<file path="config.mk">
export PLATFORM = sky130hd
export DESIGN_NAME = dot_matrix_scan_scheduler_flat
export DESIGN_NICKNAME = d
export VERILOG_FILES = /design/src/rtl/dot_matrix_scan_scheduler_if.sv /design/src/rtl/dot_matrix_scan_scheduler.sv /design/src/flat_wrapper.sv
export SDC_FILE = /design/constraint.sdc
export NUM_CORES = 1
export LEC_CHECK = 0
export BUFFER_PORTS_ARGS = -buffer_cell sky130_fd_sc_hd__clkbuf_2
export CORE_ASPECT_RATIO = 1.25
export CORE_UTILIZATION = 40
export CTS_BUF_LIST = sky130_fd_sc_hd__clkbuf_4 sky130_fd_sc_hd__clkbuf_8
export DETAILED_ROUTE_END_ITERATION = 7
export GPL_ROUTABILITY_DRIVEN = 0
export SETUP_SLACK_MARGIN = 0.1
export SYNTH_ARGS = -nofsm -noshare
export SYNTH_HDL_FRONTEND = slang
export SYNTH_SLANG_ARGS = --single-unit
</file>
<file path="constraint.sdc">
create_clock -name clk -period 3.6 [get_ports clk]
set_clock_uncertainty 0.1 [all_clocks]
set_input_delay 0.18 -clock clk [delete_from_list [all_inputs] [get_ports clk]]
set_output_delay 0.18 -clock clk [all_outputs]
set_load 0.01 [all_outputs]
</file>
<file path="src/rtl/dot_matrix_scan_scheduler_if.sv">
// Scheduler bus: ASCII codes and enable in, shared glyph-ROM port, matrix row/col drive out.
// BLINK_DISP_EN adds the per-display blink request.
interface dot_matrix_scan_scheduler_if #(
    parameter int NUM_DISP = 2
);
    logic                      enable;
    logic [7*NUM_DISP-1:0]     codes;
    logic [9:0]                rom_addr;
    logic [7:0]                rom_data;
    logic [7:0]                row;
    logic [8*NUM_DISP-1:0]     col;
    logic                      frame_start;
`ifdef BLINK_DISP_EN
    logic [NUM_DISP-1:0]       blink;

    modport master (output enable, codes, rom_data, blink,
                    input  rom_addr, row, col, frame_start);
    modport slave  (input  enable, codes, rom_data, blink,
                    output rom_addr, row, col, frame_start);
`else
    modport master (output enable, codes, rom_data,
                    input  rom_addr, row, col, frame_start);
    modport slave  (input  enable, codes, rom_data,
                    output rom_addr, row, col, frame_start);
`endif
endinterface

</file>
<file path="src/rtl/dot_matrix_scan_scheduler.sv">
// Shares one synchronous glyph ROM across NUM_DISP 8x8 matrices, one row per ROW_DIV cycles.
// Optional feature macro: BLINK_DISP_EN (per-display blanking every BLINK_FRAMES frames).
module dot_matrix_scan_lane (
    input  logic       clk,
    input  logic       rst,
    input  logic       cap,
    input  logic [7:0] d,
    output logic [7:0] q
);
    always_ff @(posedge clk) begin
        if (rst)      q <= '0;
        else if (cap) q <= d;
    end
endmodule

module dot_matrix_scan_scheduler #(
    parameter int NUM_DISP    = 2,
    parameter int ROW_DIV     = 1000,
    parameter int CODE_OFFSET = 48
`ifdef BLINK_DISP_EN
    , parameter int BLINK_FRAMES = 32
`endif
) (
    input logic clk,
    input logic rst,
    dot_matrix_scan_scheduler_if.slave bus
);
    localparam int CW = $clog2(ROW_DIV);
    localparam int IW = (NUM_DISP > 1) ? $clog2(NUM_DISP) : 1;

    typedef enum logic [1:0] {WAIT, FETCH, DRAIN} state_t;

    state_t                     state, state_nxt;
    logic [CW-1:0]              cnt;
    logic [2:0]                 fr;
    logic [NUM_DISP-1:0][6:0]   code_snap;
    logic [NUM_DISP-1:0][7:0]   shadow;
    logic [NUM_DISP-1:0][7:0]   commit_col;
    logic [9:0]                 addr_q;
    logic [9:0]                 addr_nxt;
    logic [6:0]                 code_lk;
    logic                       issue;
    logic [IW-1:0]              issue_idx;
    logic                       cap_vld;
    logic [IW-1:0]              cap_idx;
    logic                       tick;

    assign tick = (cnt == CW'(ROW_DIV - 1));

    // Display 0 is issued from WAIT itself so its address lands on cnt==0.
    // rst/enable gate issue combinationally so rom_addr freezes immediately.
    always_comb begin
        state_nxt = state;
        issue     = 1'b0;
        issue_idx = '0;
        case (state)
            WAIT: begin
                if (cnt == '0) begin
                    issue     = 1'b1;
                    state_nxt = (NUM_DISP == 1) ? DRAIN : FETCH;
                end
            end
            FETCH: begin
                issue     = 1'b1;
                issue_idx = cnt[IW-1:0];
                if (cnt == CW'(NUM_DISP - 1)) state_nxt = DRAIN;
            end
            DRAIN:   state_nxt = WAIT;
            default: state_nxt = WAIT;
        endcase
        if (rst || !bus.enable) begin
            issue     = 1'b0;
            state_nxt = WAIT;
        end
    end

    always_comb begin
        code_lk  = code_snap[issue_idx] + 7'(CODE_OFFSET);
        addr_nxt = {code_lk, fr};
    end

    assign bus.rom_addr = issue ? addr_nxt : addr_q;

    generate
        for (genvar i = 0; i < NUM_DISP; i++) begin : g_lane
            dot_matrix_scan_lane u_lane (
                .clk (clk),
                .rst (rst),
                .cap (cap_vld && bus.enable && (cap_idx == IW'(i))),
                .d   (bus.rom_data),
                .q   (shadow[i])
            );
        end
    endgenerate

`ifdef BLINK_DISP_EN
    localparam int BW = (BLINK_FRAMES > 1) ? $clog2(BLINK_FRAMES) : 1;
    logic [BW-1:0] blink_cnt;
    logic          blink_phase;

    always_ff @(posedge clk) begin
        if (rst) begin
            blink_cnt   <= '0;
            blink_phase <= 1'b0;
        end else if (bus.frame_start) begin
            if (blink_cnt == BW'(BLINK_FRAMES - 1)) begin
                blink_cnt   <= '0;
                blink_phase <= ~blink_phase;
            end else begin
                blink_cnt <= blink_cnt + 1'b1;
            end
        end
    end

    always_comb begin
        for (int i = 0; i < NUM_DISP; i++)
            commit_col[i] = (blink_phase && bus.blink[i]) ? 8'h00 : shadow[i];
    end
`else
    assign commit_col = shadow;
`endif

    always_ff @(posedge clk) begin
        if (rst) begin
            state           <= WAIT;
            cnt             <= '0;
            fr              <= '0;
            code_snap       <= '0;
            addr_q          <= '0;
            cap_vld         <= 1'b0;
            cap_idx         <= '0;
            bus.row         <= '0;
            bus.col         <= '0;
            bus.frame_start <= 1'b0;
        end else if (!bus.enable) begin
            // Blank and park at frame start; in-flight ROM words are dropped.
            state           <= WAIT;
            cnt             <= '0;
            fr              <= '0;
            code_snap       <= bus.codes;
            addr_q          <= bus.rom_addr;
            cap_vld         <= 1'b0;
            bus.row         <= '0;
            bus.col         <= '0;
            bus.frame_start <= 1'b0;
        end else begin
            state           <= state_nxt;
            cnt             <= tick ? '0 : cnt + 1'b1;
            addr_q          <= bus.rom_addr;
            cap_vld         <= issue;
            cap_idx         <= issue_idx;
            bus.frame_start <= tick && (fr == 3'd0);
            if (tick) begin
                bus.row <= 8'd1 << fr;
                bus.col <= commit_col;
                fr      <= fr + 3'd1;
                // Codes only change between frames, never mid-glyph.
                if (fr == 3'd7) code_snap <= bus.codes;
            end
        end
    end
endmodule
</file>
<file path="src/flat_wrapper.sv">
// flat-port wrapper written by rule: the top's interface ports become plain ports
module dot_matrix_scan_scheduler_flat 
#(
    parameter int NUM_DISP    = 2,
    parameter int ROW_DIV     = 1000,
    parameter int CODE_OFFSET = 48

)
  (clk, rst, bus_enable, bus_codes, bus_rom_data, bus_rom_addr, bus_row, bus_col, bus_frame_start);
  dot_matrix_scan_scheduler_if #(.NUM_DISP(NUM_DISP)) bus_i ();
  input logic clk;
  input logic rst;
  input wire logic [$bits(bus_i.enable)-1:0] bus_enable;
  input wire logic [$bits(bus_i.codes)-1:0] bus_codes;
  input wire logic [$bits(bus_i.rom_data)-1:0] bus_rom_data;
  output wire logic [$bits(bus_i.rom_addr)-1:0] bus_rom_addr;
  output wire logic [$bits(bus_i.row)-1:0] bus_row;
  output wire logic [$bits(bus_i.col)-1:0] bus_col;
  output wire logic [$bits(bus_i.frame_start)-1:0] bus_frame_start;
  assign bus_i.enable = bus_enable;
  assign bus_i.codes = bus_codes;
  assign bus_i.rom_data = bus_rom_data;
  assign bus_rom_addr = bus_i.rom_addr;
  assign bus_row = bus_i.row;
  assign bus_col = bus_i.col;
  assign bus_frame_start = bus_i.frame_start;
  dot_matrix_scan_scheduler #(.NUM_DISP(NUM_DISP), .ROW_DIV(ROW_DIV), .CODE_OFFSET(CODE_OFFSET)) u_core (.clk(clk), .rst(rst), .bus(bus_i));
endmodule
</file>
==> impl_metrics.env <==
export IMPL_outcome="finished with violations"
export IMPL_violations="DRC"
export IMPL_min_path_type="in -> reg"
export IMPL_synth_distinct_cells=44
export IMPL_dieArea_um2=8770
export IMPL_syn_area_um2=3360
export IMPL_required_ns=3.32
export IMPL_drt_total_wl_mm=7.12
export IMPL_drt_initial_drc_count=106
export IMPL_ys_ff_latch=82
export IMPL_grt_pass1_wl_mm=11.8
export IMPL_fin_crit_ns=2.40
export IMPL_dp_cells=493
export IMPL_cp_top_family="flip-flops"
export IMPL_powerDensity_nw_per_um2=411
export IMPL_yosysSeqAreaShare=0.489
export IMPL_fp_row_count=37
export IMPL_grt_busiest_layer="met2"
export IMPL_slew_violations=0
export IMPL_dpl_hpwl_mm=4.87
export IMPL_fin_crit_sh=0.666
export IMPL_fillers=801
export IMPL_io_pins=60
export IMPL_grt_pass1_vias=2521
export IMPL_met3_usage=0.0452
export IMPL_max_freq_ghz=0.417
export IMPL_p_leak_nw=1.82
export IMPL_overflow=0
export IMPL_grt_total_usage=0.170
export IMPL_final_common_cell="dfxtp_1"
export IMPL_synth_nets=391
export IMPL_irDropWorstVdd_mv=0.246
export IMPL_vias=2646
export IMPL_antenna_found_initial=0
export IMPL_yosys_area_top_type="dfxtp_1"
export IMPL_clk_path_buf_depth=2
export IMPL_synth_top_area_share=0.489
export IMPL_antennaDiodeCount=0
export IMPL_syn_inst=356
export IMPL_chipWidth_um=84.0
export IMPL_core_um2=8190
export IMPL_rsz0062_at_grt="no"
export IMPL_slowest_delay_ns=0.44
export IMPL_path_cells="nand3b_1 -> mux2i_1 -> ha_1 -> xor2_1 -> o21a_1 -> clkbuf_2"
export IMPL_critPathBufInv=1
export IMPL_crit_slowest_cell="dfxtp_1"
export IMPL_cp_max_fo=8
export IMPL_setup_viol=0
export IMPL_synthToLayoutAreaGrowth_pct=20.6
export IMPL_crit_type="reg -> out"
export IMPL_drcViolationCount=6
export IMPL_maxCapViolations=0
export IMPL_grt_start_max_net_pins=40
export IMPL_layout_common_cells="82 x dfxtp_1, 59 x clkbuf_2, 54 x nand2_1"
export IMPL_finalNonFillerCells=530
export IMPL_yosysWarningCount=0
export IMPL_cts_sinks=82
export IMPL_detail_route_wl_per_cell_um=13.4
export IMPL_slew_headroom=0.461
export IMPL_htreeDepth=3
export IMPL_initial_core_util=0.410
export IMPL_avgSynthCellArea_um2=9.43
export IMPL_clk_latency_ns=0.35
export IMPL_synth_area_leaders="dfxtp_1 49%, mux2i_1 9.8%, nand2_1 6.0%, a21oi_1 5.2%, nor2_1 4.1%"
export IMPL_finalHoldViolCount=0
export IMPL_crit_path_end_kind="primary output"
export IMPL_cts_root_buf="clkbuf_8"
export IMPL_cts_resized_gates=0
export IMPL_drt_pass1_iter_count=8
export IMPL_port_buffer_count=59
export IMPL_tns_ns=0
export IMPL_fin_nets=463
export IMPL_post_drt_via_cell_ratio=4.99
export IMPL_worst_slew_pin_transition_ns=0.808
export IMPL_start_kind="flop"
export IMPL_met2_usage=0.285
export IMPL_die_h_um=104
export IMPL_use_met1=0.208
export IMPL_cts_tree="done"
export IMPL_ant_nets=0
export IMPL_crit_arrival_ns=2.12
export IMPL_clk_pin_slew_worst_paths_ns=0.08
export IMPL_drive_gt1_frac=0.219
export IMPL_hold_ws_ns=0.0142
export IMPL_cts_buffers=9
[worst register-to-register path: stages, from the launching register on]
cell,delay [ns]
dfxtp_1,0.44
ha_1,0.27
and4bb_4,0.30
and3_2,0.63
nor2_1,0.12
a211oi_2,0.20
[path summary, 6_finish.rpt]
path                                        start                            to  slack (ns)  depth (start not counted)
worst min register to register  u_core.bus.row[6]             u_core.bus.row[6]        0.35                          2
worst max-delay path                u_core.cnt[0]               bus_rom_addr[9]        1.20                          6
worst max register to register      u_core.cnt[0]                  u_core.fr[2]        1.47                          5
worst min-delay path              bus_rom_data[2]  u_core.g_lane[0].u_lane.q[2]        0.01                          3
[cell families after synthesis]
| logic type | Yosys count | synth area share |
|---|---|---|
| and+or+nand+nor | 135 | 0.194 |
| adders and majority gates | 10 | 0.0373 |
| AOI/OAI and AO/OA | 55 | 0.103 |
| xor gates and xnor gates | 8 | 0.0209 |
| DFF | 82 | 0.489 |
| muxes | 37 | 0.112 |
| buffers and inverters | 29 | 0.0443 |
[timing repair]
action / in CTS / in global routing
buffers inserted: 0 / 0
endpoints found under the hold margin: 24 / 0
hold buffers: 21 / 0
[layer usage]
layer  vias to the layer above  wire, um
li1                       1360         -
met1                      1234      3360
met2                        44      3430
met3                         8       217
met4                         0       106
met5                         -         0
[through the flow]
step | total power, mW | setup slack [ns] | cell area [um^2] | util
floorplan | 1.03 | 1.85 | 3360 | -
detailed placement | 1.07 | 1.39 | 3670 | 0.448
global placement | 1.07 | 1.40 | 3670 | 0.448
global route | 1.74 | 0.909 | 4050 | 0.494
CTS | 1.68 | 1.16 | 4050 | 0.494
finish | 1.66 | 1.20 | 4050 | 0.494
[power by group]
group / internal [mW] / total (mW) / switching, mW
combinational: 0.0622 / 0.129 / 0.0670
sequential: 0.927 / 0.939 / 0.0116
clock: 0.260 / 0.596 / 0.336
total: 1.25 / 1.66 / 0.415
[cell usage after synthesis (all sizes together)]
library cell,instances
a211oi,1
a31o,3
and4bb,1
o21ai,5
nor3b,2
nand2,54
a311oi,1
and4,4
o211a,1
nor4,3
dfxtp,82
xor2,6
and3,1
nand3b,2
xnor2,2
nand3,16
a31oi,1
clkbuf,12
mux2i,33
a41oi,2
inv,9
or3,1
a21oi,35
ha,10
nand4,3
nor3,6
o21a,2
nand2b,1
mux2,4
a21o,4
buf,8
and2,3
nor2,38
[layout make-up]
| cell class | count | area (um^2) | share of cell area |
|---|---|---|---|
| sequential | 82 | 1640 | 0.405 |
| multi-input combinational | 245 | 1570 | 0.387 |
| timing repair buffer | 81 | 513 | 0.127 |
| clock buffer | 10 | 131 | 0.0324 |
| tap | 97 | 121 | 0.0300 |
| clock inverter | 6 | 40.0 | 0.00989 |
| inverter | 9 | 33.8 | 0.00834 |
[state kept, by name, indices dropped and copies added (netlist names)]
name,cells
u_core.bus.col,16
u_core.g_lane.u_lane.q,16
u_core.code_snap,14
u_core.addr_q,10
u_core.cnt,10
u_core.bus.row,8
u_core.fr,3
u_core.state,2
u_core.bus.frame_start,1
u_core.cap_idx,1
u_core.cap_vld,1
No activity file was read; power rests on OpenSTA's default activity.
